[src/rtl/battleship_pkg.sv]
// battleship_pkg: shared cell codes, play status codes, grid/fleet defaults, scanner states
package battleship_pkg;
  localparam logic [3:0] CELL_EMPTY = 4'd0;
  localparam logic [3:0] CELL_PREVIEW_SHIP = 4'd1;
  localparam logic [3:0] CELL_MISS = 4'd2;
  localparam logic [3:0] CELL_SHIP = 4'd4;
  localparam logic [3:0] CELL_HIT = 4'd5;
  localparam logic [3:0] CELL_PREVIEW = 4'd7;
  localparam logic [3:0] CELL_INVALID = 4'd10;
  localparam logic [1:0] PLAY_PLACEMENT = 2'd1;
  localparam logic [1:0] PLAY_TURN = 2'd2;
  localparam int DEF_GRID_N = 8;
  localparam int DEF_RD_LAT = 2;
  localparam int DEF_FLEET_CELLS = 9;
  typedef enum logic [1:0] {IDLE, SCAN, DRAIN, REPORT} scan_state_t;
endpackage

[src/rtl/cell_classifier.sv]
// cell_classifier: maps a 4-bit cell code to {is_ship, is_hit}
//   cell_value in : cell code from the cell memory
//   is_ship   out : intact ship or placement-preview ship
//   is_hit    out : ship cell that has been hit
module cell_classifier
  import battleship_pkg::*;
(
  input  logic [3:0] cell_value,
  output logic       is_ship,
  output logic       is_hit
);
  assign is_ship = cell_value == CELL_SHIP || cell_value == CELL_PREVIEW_SHIP;
  assign is_hit = cell_value == CELL_HIT;
endmodule

[src/rtl/fleet_scanner.sv]
// fleet_scanner: walks every grid cell through the memory read port and counts ship/hit cells
//   clk_in, rst           : clock, async active-high reset
//   start                 : request a full scan (honoured only in IDLE)
//   scan_x, scan_y        : cell address to the memory read port
//   cell_value            : registered read data from the memory
//   busy, done            : scan in progress, one-cycle result-update pulse
//   ship_count, hit_count : results of the last completed scan
//   fleet_complete        : ship_count + hit_count == FLEET_CELLS
//   all_sunk              : no intact ship cells but at least one hit
module fleet_scanner
  import battleship_pkg::*;
#(
  parameter int GRID_N = DEF_GRID_N,
  parameter int RD_LAT = DEF_RD_LAT,
  parameter int FLEET_CELLS = DEF_FLEET_CELLS,
  localparam int CW = $clog2(GRID_N)
) (
  input  logic          clk_in,
  input  logic          rst,
  input  logic          start,
  output logic [CW-1:0] scan_x,
  output logic [CW-1:0] scan_y,
  input  logic [3:0]    cell_value,
  output logic          busy,
  output logic          done,
  output logic [6:0]    ship_count,
  output logic [6:0]    hit_count,
  output logic          fleet_complete,
  output logic          all_sunk
);
  scan_state_t state;
  logic [6:0] acc_ship, acc_hit;
  logic [RD_LAT-2:0] vld;
  logic [RD_LAT-1:0] tag;
  logic is_ship, is_hit, x_last, last_addr;
  // tag[0] marks the address issued this cycle; tag[RD_LAT-1] marks the one whose data is on cell_value now
  assign tag = {vld, state == SCAN};
  assign x_last = scan_x == CW'(GRID_N - 1);
  assign last_addr = x_last && scan_y == CW'(GRID_N - 1);
  cell_classifier u_cls (
    .cell_value(cell_value),
    .is_ship(is_ship),
    .is_hit(is_hit)
  );
  always_ff @(posedge clk_in or posedge rst)
    if (rst) begin
      state <= IDLE;
      scan_x <= '0;
      scan_y <= '0;
      vld <= '0;
      acc_ship <= '0;
      acc_hit <= '0;
      busy <= 1'b0;
      done <= 1'b0;
      ship_count <= '0;
      hit_count <= '0;
      fleet_complete <= 1'b0;
      all_sunk <= 1'b0;
    end else begin
      vld <= tag[RD_LAT-2:0];
      done <= 1'b0;
      if (tag[RD_LAT-1]) begin
        acc_ship <= acc_ship + 7'(is_ship);
        acc_hit <= acc_hit + 7'(is_hit);
      end
      case (state)
        IDLE:
          if (start) begin
            state <= SCAN;
            busy <= 1'b1;
            acc_ship <= '0;
            acc_hit <= '0;
          end
        SCAN: begin
          scan_x <= x_last ? '0 : scan_x + 1'b1;
          if (x_last) scan_y <= last_addr ? '0 : scan_y + 1'b1;
          if (last_addr) state <= DRAIN;
        end
        // leave once the only tag still in flight is the one being accumulated at this edge
        DRAIN: if (tag[RD_LAT-2:0] == '0) state <= REPORT;
        REPORT: begin
          ship_count <= acc_ship;
          hit_count <= acc_hit;
          fleet_complete <= acc_ship + acc_hit == 7'(FLEET_CELLS);
          all_sunk <= acc_ship == '0 && acc_hit != '0;
          done <= 1'b1;
          busy <= 1'b0;
          state <= IDLE;
        end
        default: state <= IDLE;
      endcase
    end
endmodule
[config.mk]
export PLATFORM = sky130hd
export DESIGN_NAME = fleet_scanner
export DESIGN_NICKNAME = d
export VERILOG_FILES = /design/src/rtl/battleship_pkg.sv /design/src/rtl/cell_classifier.sv /design/src/rtl/fleet_scanner.sv
export SDC_FILE = /design/constraint.sdc
export NUM_CORES = 1
export LEC_CHECK = 0
export CAP_MARGIN = 20
export CORE_UTILIZATION = 24
export CTS_BUF_LIST = sky130_fd_sc_hd__clkbuf_16
export DETAILED_ROUTE_END_ITERATION = 10
export GPL_TIMING_DRIVEN = 0
export PLACE_DENSITY = 0.43
export SLEW_MARGIN = 30
export SYNTH_ARGS = -nofsm -noshare
export SYNTH_HDL_FRONTEND = slang
export SYNTH_SLANG_ARGS = --single-unit
export TNS_END_PERCENT = 30
[constraint.sdc]
create_clock -name clk_in -period 2.65 [get_ports clk_in]
set_clock_uncertainty 0.05 [all_clocks]
set_input_delay 0.795 -clock clk_in [delete_from_list [all_inputs] [get_ports clk_in]]
set_output_delay 0.795 -clock clk_in [all_outputs]
set_load 0.01 [all_outputs]
Word level (Yosys, flattened, before mapping) --
Index checks and enable logic that the tools add are counted.
Operators by class: add/subtract/negate cells 5, equal/unequal tests 11, multiplexer cells 14, reductions and logical operators 10
Operators with widths (number):
- $mux W7 | 6
- $add A7 B1 Y7 | 2
- $eq A4 B3 Y1 const B | 2
- $pmux W2 S4 | 1
- $add A7 B7 Y7 | 1
- $eq A7 B4 Y1 const B | 1
- $logic_not A7 Y1 | 1
- $reduce_bool A7 Y1 | 1
- $add A3 B1 Y3 const B | 2
- $eq A3 B3 Y1 const B | 2
- $mux W3 | 2
- $reduce_and A2 Y1 | 3
- $eq A2 B2 Y1 const B | 2
- $eq A4 B1 Y1 const B | 1
- $mux W2 | 2
- $eq A2 B1 Y1 const B | 1
- $logic_and A1 B1 Y1 | 2
- $logic_not A2 Y1 | 1
- $mux W1 | 2
- $ne A2 B1 Y1 const B | 1
- $ne A2 B2 Y1 const B | 1
- $pmux W1 S2 | 1
- $reduce_bool A2 Y1 | 1
- $logic_or A1 B1 Y1 | 1
Storage, ports and cells: register bits 41, output and inout port bits 24, logic and storage cells 52

Depth between registers and ports, before layout --
Gate-level depths: netlist of the first run.
depth in word-level cells 6, gate-level depth with buffers 7, mapped depth without buffers 7

By module --
A second synthesis of the first run with hierarchy kept.
Second synthesis, totals: cells, all modules 177, area, all modules 2074.5 um2
Modules (own cells, without submodules):
- fleet_scanner | times used 1, cells an instance 173, area each 2047.0 um2, seq. area each 1026.0 um2
- cell_classifier | times used 1, cells an instance 4, area each 27.5 um2, seq. area each 0.0 um2

Least setup slack after synthesis of the first run --
OpenSTA, ideal clock, no wires.
path type input-to-reg, from in cell_value[2], to reg acc_ship[6], setup time 77 ps, arrival time 1977 ps, required time 2523 ps, setup slack 546 ps, cell stages on the path 7, cell sequence xnor2_1 nor3_1 ha_1 ha_1 nand4_1 or3_1 a21oi_1
On the way: cells in the longest elaborated chain, start to end 6, elaborated cells between the ends (all ways) 7, classes of those cells add/sub (1); eq/ne (2); mux (3); reduce/logical (1)
Ends and longest elaborated chain:
- from (decl) | line fleet_scanner.sv:23 | input logic [3:0] cell_value,
- $eq A4 B3 Y1 or $eq A4 B1 Y1 (tied branches) | line cell_classifier.sv:12 | assign is_ship = cell_value == CELL_SHIP || cell_value == CELL_PREVIEW_SHIP;
- $logic_or A1 B1 Y1 * | line cell_classifier.sv:12
- $add A7 B1 Y7 * | line fleet_scanner.sv:63 | acc_ship <= acc_ship + 7'(is_ship);
- $mux W7 * | line fleet_scanner.sv:62 | if (tag[RD_LAT-1]) begin
- $mux W7 | line fleet_scanner.sv:68 | if (start) begin
- $mux W7 * | line fleet_scanner.sv:66 | case (state)
- to (signal assigned) | line fleet_scanner.sv:63
- to (decl) | line fleet_scanner.sv:32 | logic [6:0] acc_ship, acc_hit;
Mark *: on every way between the ends. The rest lies on a longest branch, timed or not. A chain may end at the register's enable or synchronous reset.

Final worst setup path of the first run --
Ends and elaborated chain as after synthesis.

==> flow_summary.toml, run 1 <==
[logic_synthesis]
synth.yosys.seq_area_share_pct = 49.7
mappedNetlistNets = 207
synth.top_cells.by_area = "dfrtp_1 50%, ha_1 11%, mux2_2 8.7%"
mappedNetlistArea_um2 = 2060
synth.yosys.warnings = 0
ys_seq_elements = 41
synth_edf_count = 0
number_of_distinct_library_cell_variants_in_the_gate_level_netlist_after_synthesis = 33
synth_top_area_share_pct = 49.7
synth.largest_area_cell = "dfrtp_1"
postSynthCellCount = 181
ys.flop_type = "dfrtp_1"
synth.cells.most_frequent = "41 x dfrtp_1, 18 x ha_1, 16 x mux2_2"
synthMostInstantiatedCell = "dfrtp_1"
avgSynthCellArea_um2 = 11.4
async_flop_share_pct = 100

[sta]
period_share_pct = 92.1
worst_slew_margin_rel_pct = 68.4
finalHoldWorstSlack_ps = 443
min_period_ps = 2440
worst-slew-pin-transition_ps = 475
rsz_0062_raised_after_global_routing = "no"
final-setup-viol-count = 0
final_hold_violation_count = 0
layout_setup_ws_ps = 209
report.final.slew_viol_count = 0
maxClockFrequency_ghz = 0.410

[pwr]
total_leakage_power_nw = 1.27
vdd_ir_drop_max_mv = 0.345
pwr_density_cell_nw_per_um2 = 774

[place]
gpl.final_weighted_congestion = 0.729
half_perimeter_wire_length_after_detailed_placement_mm = 3.06
preCtsSetupSlack_ps = -216
place.port_buffers = 30

[drt]
viasPerCell = 4.34
wl_per_cell_um = 12.9
detailedRoute.firstPassIterationCount = 5
drt_iter0_markers = 45
dr_total_vias = 1409
detailed_route_drc_error_count = 0
drt-total-wl_mm = 4.20
residual_antenna_violating_net_count_after_detailed_routing = 0

[cells_and_area]
n_antenna_cell = 0
regArea_um2 = 1030
multi_input_area_um2 = 1010
final_layout_size_suffix_gt1_share_pct = 15.0
fillers = 877
num-nets-final = 245
areaGrowthSynthToFinish_pct = 29.0

[critical_path]
regToRegSetupSlack_ps = 420
worst_ep_required_time_ps = 2810
timing.reg2reg.worst_path_depth = 6
worstPathArrival_ps = 2600
setup.worst_path.end_class = "flip-flop"
path_max_fanout = 3
crit_type = "input pin to flip-flop"
startpoint_kind_of_the_worst_setup_timing_path = "input pin"
timing.rr.start = "acc_ship[0]$_DFF_PP0_"
rr_endpoint = "fleet_complete$_DFFE_PP0P_"

[clock_network]
ctsLongestPathBuffers = 2
cts-buffers-inserted = 5
clock_tree.root_cell = "clkbuf_16"
clock_tree_from_tritoncts = "yes"
clk_latency_ps = 280
clk_transition_reported_paths_ps = 60
cts.hold.buffers_added = 0
cts.sink_count = 41
cts-htree-levels = 2

[die]
die-height_um = 94.7
initial_utilization_pct = 25.0
floorplan.die.width_um = 94.7
floorplan.io_pins = 31
core_region_area_um2 = 8260
design.die.area_um2 = 8970
std_cell_rows = 33

[grt]
global_route.overflow_total = 0
grt_pass1_vias = 1449
grt_use_total_pct = 10.9
grt_max_degree = 28
grt_first_pass_wirelength_mm = 7.32
initial_antenna_violation_count = 0

[min_path]
hp-class = "flip-flop to flip-flop"
worst_hold_path.num_cells = 2
holdPathEnd = "fleet_complete$_DFFE_PP0P_"
timing.hold.worst.start = "fleet_complete$_DFFE_PP0P_"

[flow_run]
max-cap-violations = 0

[status]
status = "finished clean"
==> cell families after synthesis <==
logic type	share of synthesized area, %
and+or+nand+nor	12.7
DFF	49.7
AOI/OAI and AO/OA	8.37
muxes	10.7
adders and majority gates	11.9
xor gates and xnor gates	4.67
buffers and inverters	2.00
==> final cells by class <==
| class | instances | area share, % |
|---|---|---|
| Sequential cell | 41 | 38.5 |
| Multi-Input combinational cell | 130 | 37.8 |
| Timing Repair Buffer | 31 | 12.0 |
| Tap cell | 105 | 4.93 |
| Clock buffer | 5 | 4.70 |
| Buffer | 5 | 0.846 |
| Inverter | 5 | 0.705 |
| Clock inverter | 3 | 0.470 |
==> cells in the final DEF (no fill, tap or decap), drive strengths merged, types with 2 or more instances in the layout <==
cell,instances
xor2,10
clkbuf,7
nand2,15
nand4,4
nor3,5
a21o,2
nor4,2
ha,18
clkdlybuf4s50,30
clkinv,3
inv,5
or3,4
nand2b,3
buf,4
mux2i,4
o21ai,11
dfrtp,41
mux2,16
nor2,13
a21oi,8
==> routing by layer <==
layer	routed length (um)	global-route usage, %	vias up	share of wire (%)
met5	0	0	-	0
met4	74	4.55	0	1.8
met3	207	2.90	8	4.9
met2	1690	15.0	32	40
met1	2230	15.9	650	53
li1	-	-	719	-
==> registers in the layout, summed over array words and instances, names as in the netlist <==
name            cells
scan_y              3
ship_count          7
hit_count           7
all_sunk            1
state               2
scan_x              3
acc_hit             7
vld                 1
fleet_complete      1
acc_ship            7
done                1
busy                1
==> worst max-delay path by stage <==
stage	startpoint	end	depth (start not counted)
finish	cell_value[2]	acc_ship[6]$_DFF_PP0_	8
global route	cell_value[0]	acc_ship[6]$_DFF_PP0_	8
CTS	cell_value[2]	acc_ship[6]$_DFF_PP0_	8
detailed placement	cell_value[2]	acc_ship[6]$_DFF_PP0_	8
global placement	cell_value[2]	acc_ship[6]$_DFF_PP0_	8
floorplan	cell_value[2]	acc_ship[6]$_DFF_PP0_	7
==> through the flow <==
stage          utilization (%)  instance area (um2)  setup TNS (ps)  total power [W]  instances
2_1_floorplan                -                 2060               0          0.00123        181
3_3_place_gp              30.2                 2490           -7180          0.00150        316
3_5_place_dp              30.5                 2510            -461          0.00151        317
4_1_cts                   32.1                 2650               0          0.00210        325
5_1_grt                   32.2                 2660               0          0.00223        325
6_report                  32.2                 2660               0          0.00206        325
==> timing repair <==
item                                    CTS  global route
endpoints found under the setup margin    0             2
resized for setup                         0             2
buffers inserted                          0             0
hold endpoints to repair                  0             0
==> where the power goes <==
part	internal, W	switching (W)	total, W
registers	0.000735	0.0000903	0.000826
clock network	0.000341	0.000242	0.000583
logic	0.000328	0.000325	0.000652
total	0.00140	0.000657	0.00206
==> critical path, cell delays in order <==
cell and delay (ps):
clkdlybuf4s50_1 440, xnor2_1 150, nor3_2 150, ha_1 210
ha_1 170, nand4_1 160, or3_1 380, a21oi_1 150
(Power assumes the default switching activity.)
==> run 2, diff against run 1 <==
Settings changed: CTS_BUF_LIST sky130_fd_sc_hd__clkbuf_16 to unset.
==> run 2 against run 1 <==
  * Cell count is the same
  * Sequential power barely moved
  * Global-route usage shrank 0.14 points
  * Critical endpoint unchanged
==> flow_summary.toml, run 2 (synthesis gave the netlist of run 1 again) <==
[status]
status = "finished clean"

[die]
die-height_um = 94.7
initial_utilization_pct = 25.0
design.die.area_um2 = 8970
floorplan.io_pins = 31
floorplan.die.width_um = 94.7
core_region_area_um2 = 8260
std_cell_rows = 33

[cells_and_area]
num-nets-final = 245
final_layout_size_suffix_gt1_share_pct = 15.9
final_cell_area_um2 = 2630
layout_common_cells = "41 x dfrtp_1, 30 x clkdlybuf4s50_1, 18 x ha_1"
utilization_pct = 31.8
finalNonFillerCells = 325
n_antenna_cell = 0
fillers = 881
final_common_cell = "dfrtp_1"
areaGrowthSynthToFinish_pct = 27.3

[pwr]
pwr_density_cell_nw_per_um2 = 735
p_sw_w = 0.000634
fraction_of_power_consumed_by_sequential_logic_pct = 42.7
switching_share_pct = 32.8
total_leakage_power_nw = 1.26
power_frac_comb_pct = 33.8
internal_power_w = 0.00130
vdd_ir_drop_max_mv = 0.359
clock_network_power_share_pct = 23.5

[sta]
report.final.slew_viol_count = 0
min_period_ps = 2430
worst_slew_margin_rel_pct = 68.4
final_hold_violation_count = 0
finalHoldWorstSlack_ps = 448
period_share_pct = 91.7
setup_total_negative_slack_ps = 0
final-setup-viol-count = 0
worst-slew-pin-transition_ps = 473
rsz_0062_raised_after_global_routing = "no"
maxClockFrequency_ghz = 0.412

[critical_path]
startpoint_kind_of_the_worst_setup_timing_path = "input pin"
crit_type = "input pin to flip-flop"
worst_ep_required_time_ps = 2820
path_max_fanout = 3
setup.worst_path.end_class = "flip-flop"
worstPathArrival_ps = 2600

[drt]
detailedRoute.firstPassIterationCount = 5
detailed_route_drc_error_count = 0
drt-total-wl_mm = 4.18
drt_iter0_markers = 29
residual_antenna_violating_net_count_after_detailed_routing = 0
viasPerCell = 4.33
wl_per_cell_um = 12.9
dr_total_vias = 1407

[place]
place_area_um2 = 2510
gpl.final_weighted_congestion = 0.729
place.port_buffers = 30
post-place-cells = 317
half_perimeter_wire_length_after_detailed_placement_mm = 3.06

[clock_network]
ctsLongestPathBuffers = 2
cts.sink_count = 41
cts-buffers-inserted = 5
cts.hold.buffers_added = 0
clock_tree.root_cell = "clkbuf_8"
clock_tree_from_tritoncts = "yes"
clk_latency_ps = 290
cts-htree-levels = 2
clk_transition_reported_paths_ps = 80

[grt]
grt_max_degree = 28
grt.met3_usage_pct = 2.82
global_route.overflow_total = 0
global_route.peak_usage_layer = "met1"
groute.layer.met1.usage_pct = 15.8
grt_first_pass_wirelength_mm = 7.29
grt_use_total_pct = 10.8
grt_pass1_vias = 1444
initial_antenna_violation_count = 0
grt.met2_usage_pct = 15.0

[flow_run]
max-cap-violations = 0

[min_path]
hp-class = "flip-flop to flip-flop"
## run 2: stage by stage
stage / total power [W] / worst slack, ps
detailed placement: 0.00151 / -216
global route: 0.00210 / 51.3
CTS: 0.00198 / 88.1
finish: 0.00193 / 220
global placement: 0.00150 / -196
floorplan: 0.00123 / 546
## run 2: critical path, cell delays in order
cell	delay [ps]
clkdlybuf4s50_1	440
xnor2_1	150
nor3_2	150
ha_1	210
ha_1	170
nand4_1	160
or3_1	380
a21oi_1	150
## run 2: power groups by stage
stage	Combinational [W]	Sequential [W]	Clock (W)
finish	0.000653	0.000824	0.000454
global route	0.000751	0.000846	0.000498
CTS	0.000671	0.000829	0.000477
detailed placement	0.000668	0.000837	0
global placement	0.000657	0.000840	0
floorplan	0.000378	0.000850	0
## run 2: worst paths after layout
kind / from / endpoint / slack, ps / depth (start not counted)
setup / recovery: cell_value[2] / acc_ship[6]$_DFF_PP0_ / 220 / 8
setup reg to reg: acc_ship[0]$_DFF_PP0_ / fleet_complete$_DFFE_PP0P_ / 410 / 6
max in group asynchronous: rst / all_sunk$_DFFE_PP0P_ / 1370 / 3
min in group asynchronous: rst / acc_ship[3]$_DFF_PP0_ / 730 / 2
hold / removal: fleet_complete$_DFFE_PP0P_ / fleet_complete$_DFFE_PP0P_ / 450 / 2
hold reg to reg: fleet_complete$_DFFE_PP0P_ / fleet_complete$_DFFE_PP0P_ / 450 / 2
## run 2: layout make-up
cell class | count | area (um2) | share of cell area (%)
flip-flops and latches | 41 | 1030 | 39.1
multi-input cells | 130 | 1010 | 38.3
repair buffers | 31 | 320 | 12.2
well taps | 105 | 131 | 5.00
clock buffers | 7 | 96.3 | 3.67
plain buffers | 5 | 22.5 | 0.858
inverters | 5 | 18.8 | 0.715
clock inverters | 1 | 5.00 | 0.191
## run 2: timing repair
action	4_1_cts	5_1_grt
resized for setup	0	2
setup buffers	0	0
setup endpoints to repair	0	2
## run 2: metal layers
| metal | part of all wire (%) | vias to the layer above | wire length, um |
|---|---|---|---|
| li1 | - | 717 | - |
| met1 | 53 | 654 | 2230 |
| met2 | 41 | 31 | 1710 |
| met3 | 4.7 | 5 | 195 |
| met4 | 1.1 | 0 | 48 |
| met5 | 0 | - | 0 |
